### src/rtl/stopwatch_ctrl.sv
// Stopwatch mode controller.
// Tracks RUN / PAUSE / ADJ mode, divides the system clock into the 1 Hz run
// tick, the 2 Hz adjust tick and the display blink rate, and issues
// single-cycle increment strobes to the minutes/seconds counter datapath.
// Every output comes straight from a register; inputs only reach outputs
// through the next-state logic.
module stopwatch_ctrl #(
  parameter int DIV_1HZ   = 100000000,
  parameter int DIV_2HZ   = 50000000,
  parameter int DIV_BLINK = 25000000
) (
  input  logic       clk,
  input  logic       rst,
  input  logic       pause_pulse,
  input  logic       adj,
  input  logic       sel,
  input  logic       sec_max,
  output logic       sec_inc,
  output logic       min_inc,
  output logic       paused,
  output logic       adj_blink,
  output logic [1:0] state
);

  localparam int W1 = (DIV_1HZ   > 1) ? $clog2(DIV_1HZ)   : 1;
  localparam int W2 = (DIV_2HZ   > 1) ? $clog2(DIV_2HZ)   : 1;
  localparam int WB = (DIV_BLINK > 1) ? $clog2(DIV_BLINK) : 1;

  localparam logic [W1-1:0] DIV1_LAST  = W1'(DIV_1HZ - 1);
  localparam logic [W2-1:0] DIV2_LAST  = W2'(DIV_2HZ - 1);
  localparam logic [WB-1:0] BLINK_LAST = WB'(DIV_BLINK - 1);

  typedef enum logic [1:0] {
    ST_RUN   = 2'b00,
    ST_PAUSE = 2'b01,
    ST_ADJ   = 2'b10
  } state_t;

  state_t        state_reg, state_next;
  logic          pause_flag_reg, pause_flag_next;
  logic [W1-1:0] div1_reg, div1_next;
  logic [W2-1:0] div2_reg, div2_next;
  logic [WB-1:0] blink_cnt_reg, blink_cnt_next;
  logic          sec_inc_reg, sec_inc_next;
  logic          min_inc_reg, min_inc_next;
  logic          adj_blink_reg, adj_blink_next;

  // Ticks are qualified by the mode of the current cycle, so a tick that
  // lands on a mode change is still handled as the mode it occurred in.
  logic tick_run, tick_adj, tick_blink;
  assign tick_run   = (state_reg == ST_RUN) && (div1_reg == DIV1_LAST);
  assign tick_adj   = (state_reg == ST_ADJ) && (div2_reg == DIV2_LAST);
  assign tick_blink = (state_reg == ST_ADJ) && (blink_cnt_reg == BLINK_LAST);

  // Next-state, divider and strobe logic.
  always_comb begin
    pause_flag_next = pause_flag_reg;
    state_next      = ST_RUN;
    div1_next       = div1_reg;
    div2_next       = '0;
    blink_cnt_next  = '0;
    sec_inc_next    = 1'b0;
    min_inc_next    = 1'b0;
    adj_blink_next  = 1'b0;

    // The pause button is ignored while adjusting, so the flag still holds
    // its pre-ADJ value when the switch is released.
    if (pause_pulse && !adj) begin
      pause_flag_next = ~pause_flag_reg;
    end

    if (adj) begin
      state_next = ST_ADJ;
    end else if (pause_flag_next) begin
      state_next = ST_PAUSE;
    end else begin
      state_next = ST_RUN;
    end

    // 1 Hz divider advances only while running and holds otherwise.
    if (state_reg == ST_RUN) begin
      div1_next = tick_run ? '0 : div1_reg + W1'(1);
    end

    // 2 Hz divider restarts from zero every time ADJ is entered.
    if (state_reg == ST_ADJ) begin
      div2_next = tick_adj ? '0 : div2_reg + W2'(1);
    end

    if (tick_run) begin
      sec_inc_next = 1'b1;
      min_inc_next = sec_max;
    end else if (tick_adj) begin
      sec_inc_next = sel;
      min_inc_next = ~sel;
    end

    // Blink starts lit on ADJ entry, then toggles on its own divider.
    if (state_next == ST_ADJ) begin
      if (state_reg != ST_ADJ) begin
        adj_blink_next = 1'b1;
      end else begin
        blink_cnt_next = tick_blink ? '0 : blink_cnt_reg + WB'(1);
        adj_blink_next = tick_blink ? ~adj_blink_reg : adj_blink_reg;
      end
    end
  end

  // State and output registers; reset wins over every input and tick.
  always_ff @(posedge clk) begin
    if (rst) begin
      state_reg      <= ST_RUN;
      pause_flag_reg <= 1'b0;
      div1_reg       <= '0;
      div2_reg       <= '0;
      blink_cnt_reg  <= '0;
      sec_inc_reg    <= 1'b0;
      min_inc_reg    <= 1'b0;
      adj_blink_reg  <= 1'b0;
    end else begin
      state_reg      <= state_next;
      pause_flag_reg <= pause_flag_next;
      div1_reg       <= div1_next;
      div2_reg       <= div2_next;
      blink_cnt_reg  <= blink_cnt_next;
      sec_inc_reg    <= sec_inc_next;
      min_inc_reg    <= min_inc_next;
      adj_blink_reg  <= adj_blink_next;
    end
  end

  assign sec_inc   = sec_inc_reg;
  assign min_inc   = min_inc_reg;
  assign paused    = pause_flag_reg;
  assign adj_blink = adj_blink_reg;
  assign state     = state_reg;

endmodule
### config.mk
export PLATFORM = sky130hd
export DESIGN_NAME = stopwatch_ctrl
export DESIGN_NICKNAME = d
export VERILOG_FILES = /design/src/rtl/stopwatch_ctrl.sv
export SDC_FILE = /design/constraint.sdc
export NUM_CORES = 1
export LEC_CHECK = 0
export BUFFER_PORTS_ARGS = -buffer_cell sky130_fd_sc_hd__buf_2
export CORE_MARGIN = 4
export CORE_UTILIZATION = 60
export CTS_CLUSTER_SIZE = 30
export DETAILED_ROUTE_END_ITERATION = 16
export GPL_ROUTABILITY_DRIVEN = 0
export MAX_ROUTING_LAYER = met4
export PLACE_DENSITY = 0.88
export SETUP_SLACK_MARGIN = 0.3
export SLEW_MARGIN = 20
export SYNTH_ARGS = -nofsm -noshare
export SYNTH_HDL_FRONTEND = slang
export SYNTH_SLANG_ARGS = --single-unit
### constraint.sdc
create_clock -name clk -period 2.4 [get_ports clk]
set_clock_uncertainty 0.15 [all_clocks]
set_input_delay 0.48 -clock clk [delete_from_list [all_inputs] [get_ports clk]]
set_output_delay 0.48 -clock clk [all_outputs]
set_load 0.01 [all_outputs]
; ---- Word-level counts from Yosys, hierarchy flattened
; Index checks and enable logic that the tools add are counted.
[totals]
reg_bits = 84
in_bits = 6
elab_cells = 42
[classes]
addsub = 3
n_eq_ne = 6
muxes = 10
bitwise_logic = 5
n_reduce_logical = 10
[ops]
columns = operator, n
row1 = "27-bit by 1-bit adder with 27-bit output, second input constant", 1
row2 = "27-bit equality test, second input constant", 1
row3 = 27-bit 2-to-1 mux, 1
row4 = "26-bit by 1-bit adder with 26-bit output, second input constant", 1
row5 = "26-bit equality test, second input constant", 1
row6 = "25-bit by 1-bit adder with 25-bit output, second input constant", 1
row7 = "25-bit equality test, second input constant", 1
row8 = 1-bit 2-to-1 mux, 8
row9 = 1-bit inverter, 5
row10 = "2-bit equality test, second input constant", 2
row11 = 1-bit logical AND, 4
row12 = 4-bit OR reduction, 1
row13 = 3-bit OR reduction, 1
row14 = 2-bit logical NOT, 1
row15 = 2-bit 2-to-1 mux, 1
row16 = "2-bit inequality test, second input constant", 1
row17 = 2-bit nonzero test, 1
row18 = 2-bit OR reduction, 1
row19 = 1-bit logical NOT, 1

; ---- Depth between registers and ports, before layout
[logic_depth]
depth_word = 8
depth_mapped = 7
ltp_nobuf = 5

; ---- Worst setup path after synthesis
; No wires, ideal clock.
[synth_timing]
path_type = register to register
start = register blink_cnt_reg[0]
end = register blink_cnt_reg[24]
arrival_time_ns = 1.799
t_required_ns = 2.179
path_slack_ns = 0.380
stages_incl_launch_ff = 6
path_buffers = 0
cell_sequence = dfxtp_1 > ha_1 > inv_1 > or4_4 > or4_1 > a21oi_1
[synth_between]
elab_chain_len = 3
elab_cells_between_ends = 4
cone_classes = add/sub (1) / eq/ne (1) / reduce/logical (2)
[synth_lines]
columns = item, line
row1 = from (decl), 43  ; logic [WB-1:0] blink_cnt_reg, blink_cnt_next;
row2 = from (signal assigned), 125  ; blink_cnt_reg <= blink_cnt_next;
row3 = branches (longest 3 deep; another with 25-bit by 1-bit adder with 25-bit output), --
; Parallel ways; which one is timed is not known.
; A chain may end at the register's enable or synchronous reset.

; ---- Worst setup path in the final report
[layout_timing]
start = register blink_cnt_reg[0]
end = register blink_cnt_reg[16]
; The elaborated chain is that of the path after synthesis.

==> flow_summary.rst <==
.. list-table::
   :header-rows: 1

   * - Metric
     - Value
   * - Status
     - finished clean
   * - Fraction of the yosys area taken by sequential cells
     - 0.416
   * - Remaining global-route overflow
     - 0
   * - Routed Wire Length
     - 8.75 mm
   * - Instance count along the most critical hold path
     - 2
   * - Global-route usage over all layers
     - 0.221
   * - Endpoint with the worst hold slack
     - state[0]
   * - Placed Area
     - 4190 um^2
   * - Number of vias per cell after detailed routing
     - 6.42
   * - Initial Util
     - 0.626
   * - Maximum frequency from static timing analysis
     - 482 MHz
   * - HPWL after detailed placement
     - 5.91 mm
   * - Clock-pin slew reported for the worst setup and hold paths after clock tree synthesis
     - 0.08 ns
   * - Die X
     - 90.1 um
   * - Core box area
     - 6460 um^2
   * - Leading area contributor after synthesis
     - sky130_fd_sc_hd__dfxtp_1
   * - Worst reg-to-reg setup slack
     - 0.32 ns
   * - Router iterations before antenna repair
     - 4
   * - RSZ-0062 raised after global routing
     - true
   * - Max-slew headroom
     - 0.715
   * - Relative contribution of combinational cells to total power
     - 0.030
   * - Total nets after synthesis
     - 476
   * - Data required time of the critical path
     - 2.53 ns
   * - Number of flops mapped to enable cells by yosys
     - 0
   * - Total CTS buffers
     - 9
   * - Minimum period implied by the final worst setup slack
     - 2.08 ns
   * - Reg power frac
     - 0.561
   * - Skew-Pair Late Insertion Delay
     - 0.35 ns
   * - Post-route design area
     - 4510 um^2
   * - Cells on worst reg2reg path
     - 5
   * - Number of pins exceeding their max-slew limit in the final report
     - 0
   * - Worst IR Drop VDD
     - 0.380 mV
   * - Flip-flop cell with the highest count after synthesis
     - sky130_fd_sc_hd__dfxtp_1
   * - Fraction of final layout cells sized beyond drive strength 1
     - 0.158
   * - Hold Vio Cnt, Final
     - 0
   * - Power spent charging and discharging nets
     - 0.000549 W
   * - DIE AREA
     - 8110 um^2
   * - Antenna violation net count after detailed routing
     - 0
   * - Startpoint types
     - register
   * - Cells after Synth
     - 467
   * - Global-route wire length before repair
     - 14.9 mm
   * - R2R Path End
     - blink_cnt_reg[16]
   * - CTS root buffer
     - sky130_fd_sc_hd__clkbuf_8
   * - Nature of the critical path endpoint
     - register
   * - Flip-flop count of the largest register after layout
     - 27
   * - Synthesis warning total
     - 0
   * - Share of flip-flops with an asynchronous set or reset after synthesis
     - 0
   * - Data arrival, critical path
     - 2.21 ns
   * - Max H-tree Level
     - 3
   * - Slew at the pin with the worst max-slew slack
     - 0.428 ns
   * - IO Port Bufs
     - 11
   * - Diode insertion count for antenna repair
     - 0
   * - Final worst hold slack
     - 0.189 ns
   * - Fraction of synthesized cell area taken by the top area cell type
     - 0.416
   * - Boundary Pins
     - 12
   * - Iter 0 DRT Violations
     - 182
   * - Die height
     - 90.1 um
   * - Share of the clock period used by the worst path after layout
     - 0.865
   * - Max-cap check violation count
     - 0
   * - Vias
     - 3,657
   * - Most area-consuming cells after synthesis
     - sky130_fd_sc_hd__dfxtp_1 42%, sky130_fd_sc_hd__or4_1 4.3%, sky130_fd_sc_hd__o31ai_1 3.9%
   * - Non-Filler Instances
     - 570
   * - Fraction of power consumed by the clock network
     - 0.408
   * - Worst reg2reg path startpoint
     - blink_cnt_reg[0]
   * - Number of clock sinks seen by CTS
     - 84
   * - Setup violators final
     - 0
   * - Number of distinct library cell variants in the gate-level netlist after synthesis
     - 46
   * - Post-detailed-route DRC marker count
     - 0
   * - Average wire length per cell after detail routing
     - 15.4 um
   * - Synthesized area
     - 4040 um^2
   * - Cell Count Post-Placement
     - 545
   * - Nets@finish
     - 497
   * - Lkg Pwr
     - 1.39 nW
   * - Total of hold buffers inserted after clock tree synthesis
     - 0
   * - Mean instance size in the synthesized netlist
     - 8.65 um^2
   * - Leading cell types in the layout, fill and taps excluded
     - 72 x sky130_fd_sc_hd__dfxtp_1, 36 x sky130_fd_sc_hd__nor2_1, 31 x sky130_fd_sc_hd__a21oi_1
   * - Most common cell after layout, fill and taps aside
     - sky130_fd_sc_hd__dfxtp_1
   * - Row count
     - 29
   * - Initial antenna violation count
     - 0
   * - Buffer depth of the longest clock path
     - 2
   * - Crit path kind
     - register to register
   * - Internal Pwr Total
     - 0.00197 W
   * - Worst Path Max Fanout
     - 10
   * - Area added between synthesis and finish
     - 11.7%
   * - Startpoint of the most critical hold path
     - adj
   * - CTS tree
     - done
   * - Fill count
     - 478
   * - Vias in the first global route
     - 3,390
   * - Maximum number of pins on one net before global-route repair
     - 27
   * - Switching part of the total
     - 0.218
   * - Final TNS setup
     - 0 ns
   * - Hold Path Class
     - input pin to register
   * - Flops & latches, synth
     - 84
   * - Power density cells
     - 557 nW/um^2
## worst max-delay path by stage
stage	from	end	slack, ns	cells past startpoint
2_1_floorplan	blink_cnt_reg[0]	blink_cnt_reg[24]	0.38	5
3_3_place_gp	blink_cnt_reg[0]	blink_cnt_reg[16]	0.25	5
3_5_place_dp	blink_cnt_reg[0]	blink_cnt_reg[16]	0.20	5
4_1_cts	div1_reg[6]	div1_reg[24]	0.31	4
5_1_grt	blink_cnt_reg[0]	blink_cnt_reg[16]	0.20	5
6_report	blink_cnt_reg[0]	blink_cnt_reg[16]	0.32	5
## power groups by stage
stage	registers, W	clock network, W	logic (W)
floorplan	0.00145	0	0.0000458
global placement	0.00144	0	0.0000717
detailed placement	0.00144	0	0.0000742
CTS	0.00141	0.00104	0.0000745
global route	0.00141	0.00110	0.0000859
finish	0.00141	0.00103	0.0000766
## cell type report
cell class / instances / area, um^2 / area share
Sequential cell: 84 / 1700 / 0.376
Clock buffer: 11 / 151 / 0.0335
Tap cell: 77 / 96.3 / 0.0213
Multi-Input combinational cell: 352 / 2260 / 0.501
Timing Repair Buffer: 35 / 235 / 0.0521
Inverter: 6 / 22.5 / 0.00499
Clock inverter: 5 / 50.0 / 0.0111
## cells in the mapped netlist, types with 2 or more instances
master	number
sky130_fd_sc_hd__o21ai_0	19
sky130_fd_sc_hd__nand4b_1	2
sky130_fd_sc_hd__or4_4	2
sky130_fd_sc_hd__and4_1	13
sky130_fd_sc_hd__ha_1	3
sky130_fd_sc_hd__dfxtp_1	84
sky130_fd_sc_hd__a31o_2	3
sky130_fd_sc_hd__nand2b_1	3
sky130_fd_sc_hd__or4_1	23
sky130_fd_sc_hd__and3_1	6
sky130_fd_sc_hd__clkbuf_1	14
sky130_fd_sc_hd__nand4_1	22
sky130_fd_sc_hd__nor4b_1	3
sky130_fd_sc_hd__and2_1	3
sky130_fd_sc_hd__nor4bb_1	2
sky130_fd_sc_hd__or3_1	19
sky130_fd_sc_hd__nand2_1	29
sky130_fd_sc_hd__nor3_1	18
sky130_fd_sc_hd__a211oi_1	13
sky130_fd_sc_hd__nor2b_1	2
sky130_fd_sc_hd__nand3_1	27
sky130_fd_sc_hd__xnor2_1	15
sky130_fd_sc_hd__o31ai_1	21
sky130_fd_sc_hd__nor4_1	4
sky130_fd_sc_hd__buf_1	2
sky130_fd_sc_hd__inv_1	6
sky130_fd_sc_hd__nor2_1	36
sky130_fd_sc_hd__buf_2	8
sky130_fd_sc_hd__xor2_1	18
sky130_fd_sc_hd__a21oi_1	31
## what timing repair did
action	CTS	global route
endpoints found under the setup margin	8	33
gates resized for setup	6	13
buffers inserted	2	7
cloned	0	0
pin swaps	2	4
## per-layer routing
metal	up-vias	track usage	wire, um
met5	-	-	0
met4	0	0.0867	114
met3	14	0.0384	379
met2	91	0.355	4180
met1	1745	0.277	4080
li1	1807	-	-
## critical path, stage by stage, from the launching register on
cell                      delay (ns)
sky130_fd_sc_hd__dfxtp_2        0.37
sky130_fd_sc_hd__ha_2           0.21
sky130_fd_sc_hd__inv_1          0.09
sky130_fd_sc_hd__or4_4          0.55
sky130_fd_sc_hd__or4_1          0.49
sky130_fd_sc_hd__a21oi_1        0.14
## through the flow
| stage | worst slack (ns) | total power, W | utilization |
|---|---|---|---|
| final | 0.323 | 0.00252 | 0.699 |
| after global routing | 0.201 | 0.00260 | 0.699 |
| after CTS | 0.306 | 0.00252 | 0.684 |
| after detailed placement | 0.198 | 0.00152 | 0.649 |
| after global placement | 0.253 | 0.00152 | 0.649 |
| after floorplan | 0.380 | 0.00149 | - |
## cell families (layout without fill, tap and decap cells)
group                    count (synthesis)  count (layout)  share of synthesized area
adder cells (fa/ha/maj)                  3               3                    0.00929
AND/OR/NAND/NOR                        225             225                      0.330
flip-flops                              84              84                      0.416
AO/OA/AOI/OAI                           91              91                      0.139
buffers and inverters                   31              57                     0.0331
XOR/XNOR                                33              33                     0.0715
(Power assumes the default switching activity.)
